$ cat src/rtl/fetch_buffer.sv
// Instruction fetch buffer: issues in-order imem reads at the current PC and queues
// the returned instructions with their PCs for decode over a valid/ready handshake.
module fetch_buffer #(
    parameter int DEPTH = 4,
    parameter int XLEN  = 32
) (
    input  logic            i_clk,
    input  logic            i_rst,
    input  logic [XLEN-1:0] pc,
    output logic            stall_pc,
    input  logic            flush,
    output logic            imem_req,
    output logic [XLEN-1:0] imem_addr,
    input  logic            imem_gnt,
    input  logic            imem_rvalid,
    input  logic [XLEN-1:0] imem_rdata,
    output logic            id_valid,
    output logic [XLEN-1:0] id_pc,
    output logic [XLEN-1:0] id_instr,
    input  logic            id_ready
);

    localparam int PW = $clog2(DEPTH);
    localparam int CW = PW + 1;

    // Handshakes: imem accepts a request when imem_req && imem_gnt in the same cycle;
    // decode takes the head entry when id_valid && id_ready; rvalid needs no handshake.
    logic [XLEN-1:0] slot_pc_q    [DEPTH];
    logic [XLEN-1:0] slot_instr_q [DEPTH];
    logic [DEPTH-1:0] filled_q, filled_d;
    logic [PW-1:0]    head_q, head_d;
    logic [PW-1:0]    tail_q, tail_d;
    logic [PW-1:0]    fill_q, fill_d;
    logic [CW-1:0]    count_q, count_d;
    logic [CW-1:0]    unfilled_q, unfilled_d;
    logic [CW-1:0]    drop_cnt_q, drop_cnt_d;
    logic [CW:0]      drop_sum;

    logic full;
    logic accept;
    logic pop;
    logic drop_hit;
    logic fill_en;

    assign full      = (count_q == CW'(DEPTH));
    assign imem_req  = !i_rst && !flush && !full;
    assign imem_addr = pc;
    assign accept    = imem_req && imem_gnt;
    assign stall_pc  = i_rst || (!flush && !accept);

    assign id_valid  = !i_rst && (count_q != '0) && filled_q[head_q];
    assign id_pc     = slot_pc_q[head_q];
    assign id_instr  = slot_instr_q[head_q];
    assign pop       = id_valid && id_ready && !flush;

    assign drop_hit  = imem_rvalid && !flush && (drop_cnt_q != '0);
    assign fill_en   = imem_rvalid && !flush && !i_rst && (drop_cnt_q == '0) && (unfilled_q != '0);

    always_comb begin
        filled_d   = filled_q;
        head_d     = head_q;
        tail_d     = tail_q;
        fill_d     = fill_q;
        count_d    = count_q;
        unfilled_d = unfilled_q;
        drop_cnt_d = drop_cnt_q;
        drop_sum   = {1'b0, drop_cnt_q} + {1'b0, unfilled_q};

        if (flush) begin
            // Every unfilled slot still has a response in flight; the one arriving now is dropped too.
            if (imem_rvalid && (drop_sum != '0)) begin
                drop_sum = drop_sum - 1'b1;
            end
            drop_cnt_d = drop_sum[CW] ? '1 : drop_sum[CW-1:0];
            filled_d   = '0;
            head_d     = '0;
            tail_d     = '0;
            fill_d     = '0;
            count_d    = '0;
            unfilled_d = '0;
        end else begin
            if (accept) begin
                filled_d[tail_q] = 1'b0;
                tail_d           = tail_q + PW'(1);
            end
            if (fill_en) begin
                filled_d[fill_q] = 1'b1;
                fill_d           = fill_q + PW'(1);
            end
            if (pop) begin
                head_d = head_q + PW'(1);
            end
            if (drop_hit) begin
                drop_cnt_d = drop_cnt_q - CW'(1);
            end
            count_d    = count_q + CW'(accept) - CW'(pop);
            unfilled_d = unfilled_q + CW'(accept) - CW'(fill_en);
        end
    end

    always_ff @(posedge i_clk) begin
        if (i_rst) begin
            filled_q   <= '0;
            head_q     <= '0;
            tail_q     <= '0;
            fill_q     <= '0;
            count_q    <= '0;
            unfilled_q <= '0;
            drop_cnt_q <= '0;
        end else begin
            filled_q   <= filled_d;
            head_q     <= head_d;
            tail_q     <= tail_d;
            fill_q     <= fill_d;
            count_q    <= count_d;
            unfilled_q <= unfilled_d;
            drop_cnt_q <= drop_cnt_d;
        end
    end

    // Payload storage carries no reset; validity lives entirely in filled_q/count_q.
    always_ff @(posedge i_clk) begin
        if (accept) begin
            slot_pc_q[tail_q] <= pc;
        end
        if (fill_en) begin
            slot_instr_q[fill_q] <= imem_rdata;
        end
    end

    rvalid_has_target: assert property (@(posedge i_clk) disable iff (i_rst)
        (imem_rvalid && !flush) |-> ((drop_cnt_q != '0) || (unfilled_q != '0)));

endmodule

$ cat config.mk
export PLATFORM = sky130hd
export DESIGN_NAME = fetch_buffer
export DESIGN_NICKNAME = d
export VERILOG_FILES = /design/src/rtl/fetch_buffer.sv
export SDC_FILE = /design/constraint.sdc
export NUM_CORES = 1
export LEC_CHECK = 0
export BUFFER_PORTS_ARGS = -buffer_cell sky130_fd_sc_hd__buf_2
export CAP_MARGIN = 40
export CORE_MARGIN = 2
export CORE_UTILIZATION = 52
export CTS_CLUSTER_SIZE = 24
export DETAILED_ROUTE_END_ITERATION = 10
export PLACE_DENSITY = 0.74
export REMOVE_ABC_BUFFERS = 1
export SYNTH_ARGS = -nofsm -noshare
export SYNTH_HDL_FRONTEND = slang
export SYNTH_SLANG_ARGS = --single-unit
$ cat constraint.sdc
create_clock -name i_clk -period 3 [get_ports i_clk]
set_input_delay 0.6 -clock i_clk [delete_from_list [all_inputs] [get_ports i_clk]]
set_output_delay 0.6 -clock i_clk [all_outputs]
set_load 0.05 [all_outputs]
## After elaboration in Yosys (flattened, before gate mapping)

Memory sizes are Yosys's and may differ from the RTL's. A register that Yosys moved wholly into a read port is not among the register bits.
Cells that the tools add are included.

| word-level totals | value |
|---|---|
| bits of input ports | 70 |
| output and inout port bits | 99 |
| memories kept | 2 |
| word-level logic and storage cells | 78 |
| flip-flop bits (word level) | 19 |
| RAM bits | 256 |

Memory list:

| name | depth | bits a word | rd ports | clocked after memory_dff | wr ports | line | text |
|---|---|---|---|---|---|---|---|
| slot_instr_q | 4 | 32 | 1 | 1 | 1 | 29 | `logic [XLEN-1:0] slot_instr_q [DEPTH];` |
| slot_pc_q | 4 | 32 | 1 | 1 | 1 | 28 | `logic [XLEN-1:0] slot_pc_q [DEPTH];` |

| operators by class | value |
|---|---|
| multiplexer cells | 22 |
| order comparisons | 5 |
| eq/ne operators | 1 |
| reduce and logical (&&, ||, !) cells | 28 |
| bitwise operators | 3 |
| add/sub/neg operators | 10 |

Operator list:

| kind | count |
|---|---|
| $mux 4 | 5 |
| $logic_and 1x1->1 | 16 |
| $lt 2x3->1 const B | 3 |
| $mux 3 | 3 |
| $reduce_bool 3->1 | 3 |
| $mux 2 | 4 |
| $mux 1 | 7 |
| $add 2x1->2 const B | 3 |
| $add 3x1->3 | 2 |
| $sub 3x1->3 | 2 |
| $add 3x3->4 | 1 |
| $and 4x4->4 | 1 |
| $demux 1 s2 | 2 |
| $ge 2x1->1 const B | 2 |
| $logic_not 1->1 | 4 |
| $not 4->4 | 1 |
| $or 4x4->4 | 1 |
| $reduce_bool 4->1 | 1 |
| $sub 4x1->4 const B | 1 |
| $eq 3x3->1 const B | 1 |
| $logic_not 3->1 | 1 |
| $sub 3x1->3 const B | 1 |
| $bmux 1 s2 | 1 |
| $reduce_bool 2->1 | 1 |
| 2 further kinds | 2 |

## Depth between registers and ports, before layout

| logic depth | value |
|---|---|
| depth in word-level cells | 10 |
| gate-level depth with buffers | 13 |
| gate-level depth less buffers | 13 |

## Worst setup path after synthesis

No wires, ideal clock.

| timing | value |
|---|---|
| kind | in2reg |
| from | input flush |
| to | register unfilled_q[2] |
| setup time | 0.128 ns |
| path slack | 0.344 ns |
| stages on the path | 11 |
| data arrival time | 2.528 ns |
| path buffers | 0 |
| required time | 2.872 ns |
| cell sequence | or2_2 -> a211oi_4 -> inv_1 -> ha_1 -> inv_1 -> ha_1 -> inv_1 -> fa_1 -> xor2_1 -> xnor2_1 -> nor2_1 |

| on the way | value |
|---|---|
| word-level cells in the longest chain between the ends | 6 |
| elaborated cells between the ends (all ways) | 11 |
| those cells by class | 2 x add/sub; 9 x reduce/logical |

Ends and longest elaborated chain:

| item | line | text |
|---|---|---|
| start: declaration | 11 | `input logic flush,` |
| $logic_not 1->1 | 46, 57 |  |
| $logic_and 1x1->1 (on tied branches) (2 in a row) | 46, 57 |  |
| $logic_and 1x1->1 (on tied branches) | 48, 57 |  |
| $add 3x1->3 / $logic_and 1x1->1 (equally long branches) | 97, 57 |  |
| $sub 3x1->3 | 97 | `unfilled_d = unfilled_q + CW'(accept) - CW'(fill_en);` |
| end signal: assignment | 116 | `unfilled_q <= unfilled_d;` |
| end: declaration | 35 | `logic [CW-1:0] unfilled_q, unfilled_d;` |

Parallel ways exist; a longest one is shown, timed or not.
A chain may end at the register's enable or synchronous reset.

==> flow_summary.yaml <==
timing:
  finalCriticalPeriod_ps: 2795
  worst_slack_ps: 205.0
  fin_setup_tns_ps: 0
  period_share_pct: 93.17
  slew_viol_final: 0
  max_slew_margin_pct: 67.42
  worst_pin_slew_ps: 488.8
  hold_ws_ps: 309.3
  clock_skew_ps: 11.27
  hold_viol_final: 0
  rsz0062_at_grt: "no"
  max_freq_mhz: 357.8
  setup_viol: 0
clock_tree:
  cts_root_buffer: "clkbuf_16"
  cts_setup_buffers: 0
  cts_made_buffers: 27
  hold_buffers: 0
  clockBufferDepth: 3
  insertion_delay_ps: 510
  clk_pin_slew_ps: 60
  htree_levels: 1
  cts_tree: "done"
  clock_sinks: 277
  cts_resized: 0
power_and_ir_drop:
  leakage_nw: 4.426
  power.density_mw_per_mm2: 612.5
  ir_drop_mv: 0.3586
setup_path:
  worst-r2r-setup-slack_ps: 350
  critPathMaxStageDelay_ps: 630
  reg2reg_from: "drop_cnt_q[1]"
  cp_data_required_time_ps: 2400
  r2r_cells: 13
  r2r_end: "unfilled_q[2]"
  endpoint: "id_instr[3]"
  slowest_stage: "dfxtp_4"
  cp-end-kind: "output pin"
  startpoint_type: "register"
  arrival_ps: 2200
  cp_num_buf_inv: 2
  critPathKind: "reg -> out"
  cp.depth: 3
  crit_chain: "buf_4 > mux4_2 > buf_2"
  crit_fanout: 20
  path_delay_family: "flip-flops"
detailed_routing:
  wl_per_cell_microns: 20.67
  wirelength_mm: 19.95
  num_vias: 5208
  drtIter0Drc: 216
  avgViaCountPerCell: 5.397
  drc: 0
  postRouteAntennaNets: 0
  dr.pass1.iters: 4
layout:
  antenna_cells: 0
  final_util_pct: 62.81
  final_layout_size_suffix_gt1_share_pct: 43.31
  area_delta_synth_final_pct: 17.84
  nets: 768
floorplan:
  core_sq_mm: 0.02030
  start_util_pct: 53.30
  die_area_sq_mm: 0.02198
  rows: 52
  io_pins: 169
  die_x_microns: 148.2
  fp.dieH_microns: 148.2
synth:
  synth_top_area_share_pct: 71.05
  synth-async-reset-ratio_pct: 0
  yosys.area.top_type: "edfxtp_1"
  yosys_warnings: 0
  avgSynthCellArea_sq_um: 21.21
  yosysMostFrequentCell: "edfxtp_1"
  yosys_register_bits: 277
  synth_edf_count: 256
  ys_top_cells_by_count: "256 x edfxtp_1, 65 x mux4_2, 32 x buf_4"
  yosysSeqAreaShare_pct: 74.94
  ys_top_cells_by_area: "edfxtp_1 71%, mux4_2 14%, dfxtp_1 3.9%"
  yosysUniqueCellTypes: 45
  synth_top_flop_cell: "edfxtp_1"
  synth.cell_area_sq_mm: 0.01082
  netlist_instances: 510
placement:
  post-place-ws_ps: 266.4
  hpwl_mm: 12.60
  gp_congestion: 0.7886
  io_buffers: 168
global_route:
  gr-total-overflow: 0
  grt_start_max_net_pins: 65
  grt_pass1_vias: 5616
  grt_first_pass_wirelength_mm: 31.02
  grt_usage_pct: 18.37
  antenna_found_initial: 0
hold_path:
  hold_path.class: "in -> reg"
outcome:
  outcome: "complete, no violations"
flow_run:
  max_cap_viol_count: 0
## per-layer routing
layer / global-route usage (%) / up-vias / share of wire [%]
met5: 0 / - / 0
met4: 4.048 / 0 / 1.5
met3: 2.423 / 28 / 4.1
met2: 34.12 / 146 / 54
met1: 23.22 / 2673 / 40
li1: - / 2361 / -
## power by group
part           internal (mW)  leakage (nW)  total (mW)  switching [mW]
sequential              4.24          2.48        4.25          0.0125
combinational          0.133          1.55       0.420           0.287
clock                   1.83         0.394        3.14            1.31
## kinds of logic after synthesis
kind of cell	Yosys count	synth area share [%]
AOI/OAI and AO/OA	22	1.804
buffers and inverters	65	3.516
adders and majority gates	21	2.637
xor gates and xnor gates	11	0.8906
DFF	277	74.94
and+or+nand+nor	46	2.394
muxes	68	13.82
## state kept, by name, indices dropped and copies added (netlist names), named ones only
register / cells
slot_instr_q: 128
slot_pc_q: 128
filled_q: 4
count_q: 3
drop_cnt_q: 3
unfilled_q: 3
fill_q: 2
head_q: 2
tail_q: 2
## worst min path at each step
stage | start | end | slack (ps) | depth (start not counted)
global placement | filled_q[3] | filled_q[3] | 440 | 2
floorplan | filled_q[2] | filled_q[2] | 430 | 2
CTS | imem_rdata[12] | slot_instr_q[2][12] | 290 | 1
detailed placement | filled_q[0] | filled_q[0] | 450 | 2
finish | imem_rdata[18] | slot_instr_q[0][18] | 310 | 1
global route | imem_rdata[12] | slot_instr_q[2][12] | 280 | 1
## cell type report
cell class,instances,area (sq um)
Fill cell,1422,7550
Timing Repair Buffer,187,1084
Tap cell,270,337.8
Clock inverter,11,105.1
Multi-Input combinational cell,168,2341
Sequential cell,277,8113
Clock buffer,36,709.4
Inverter,16,60.06
## metrics by stage
step,cell area (sq um),std cells,power [mW]
after floorplan,10500,461,4.508
after global placement,11940,918,4.726
after global routing,12750,965,8.062
after detailed placement,11940,918,4.752
final,12750,965,7.809
after CTS,12750,965,7.880
## placed cells by master (no fill, tap or decap), types with 6 or more instances in the layout
cell type  count
edfxtp_1     256
buf_2        168
mux4_2        65
clkbuf_16     27
dfxtp_1       19
ha_1          18
inv_1         16
nor2_1        12
buf_4         11
xnor2_1        9
clkbuf_1       9
buf_12         8
nand2_1        7
o21bai_1       6
clkinv_1       6
No activity file was read; power rests on OpenSTA's default activity.
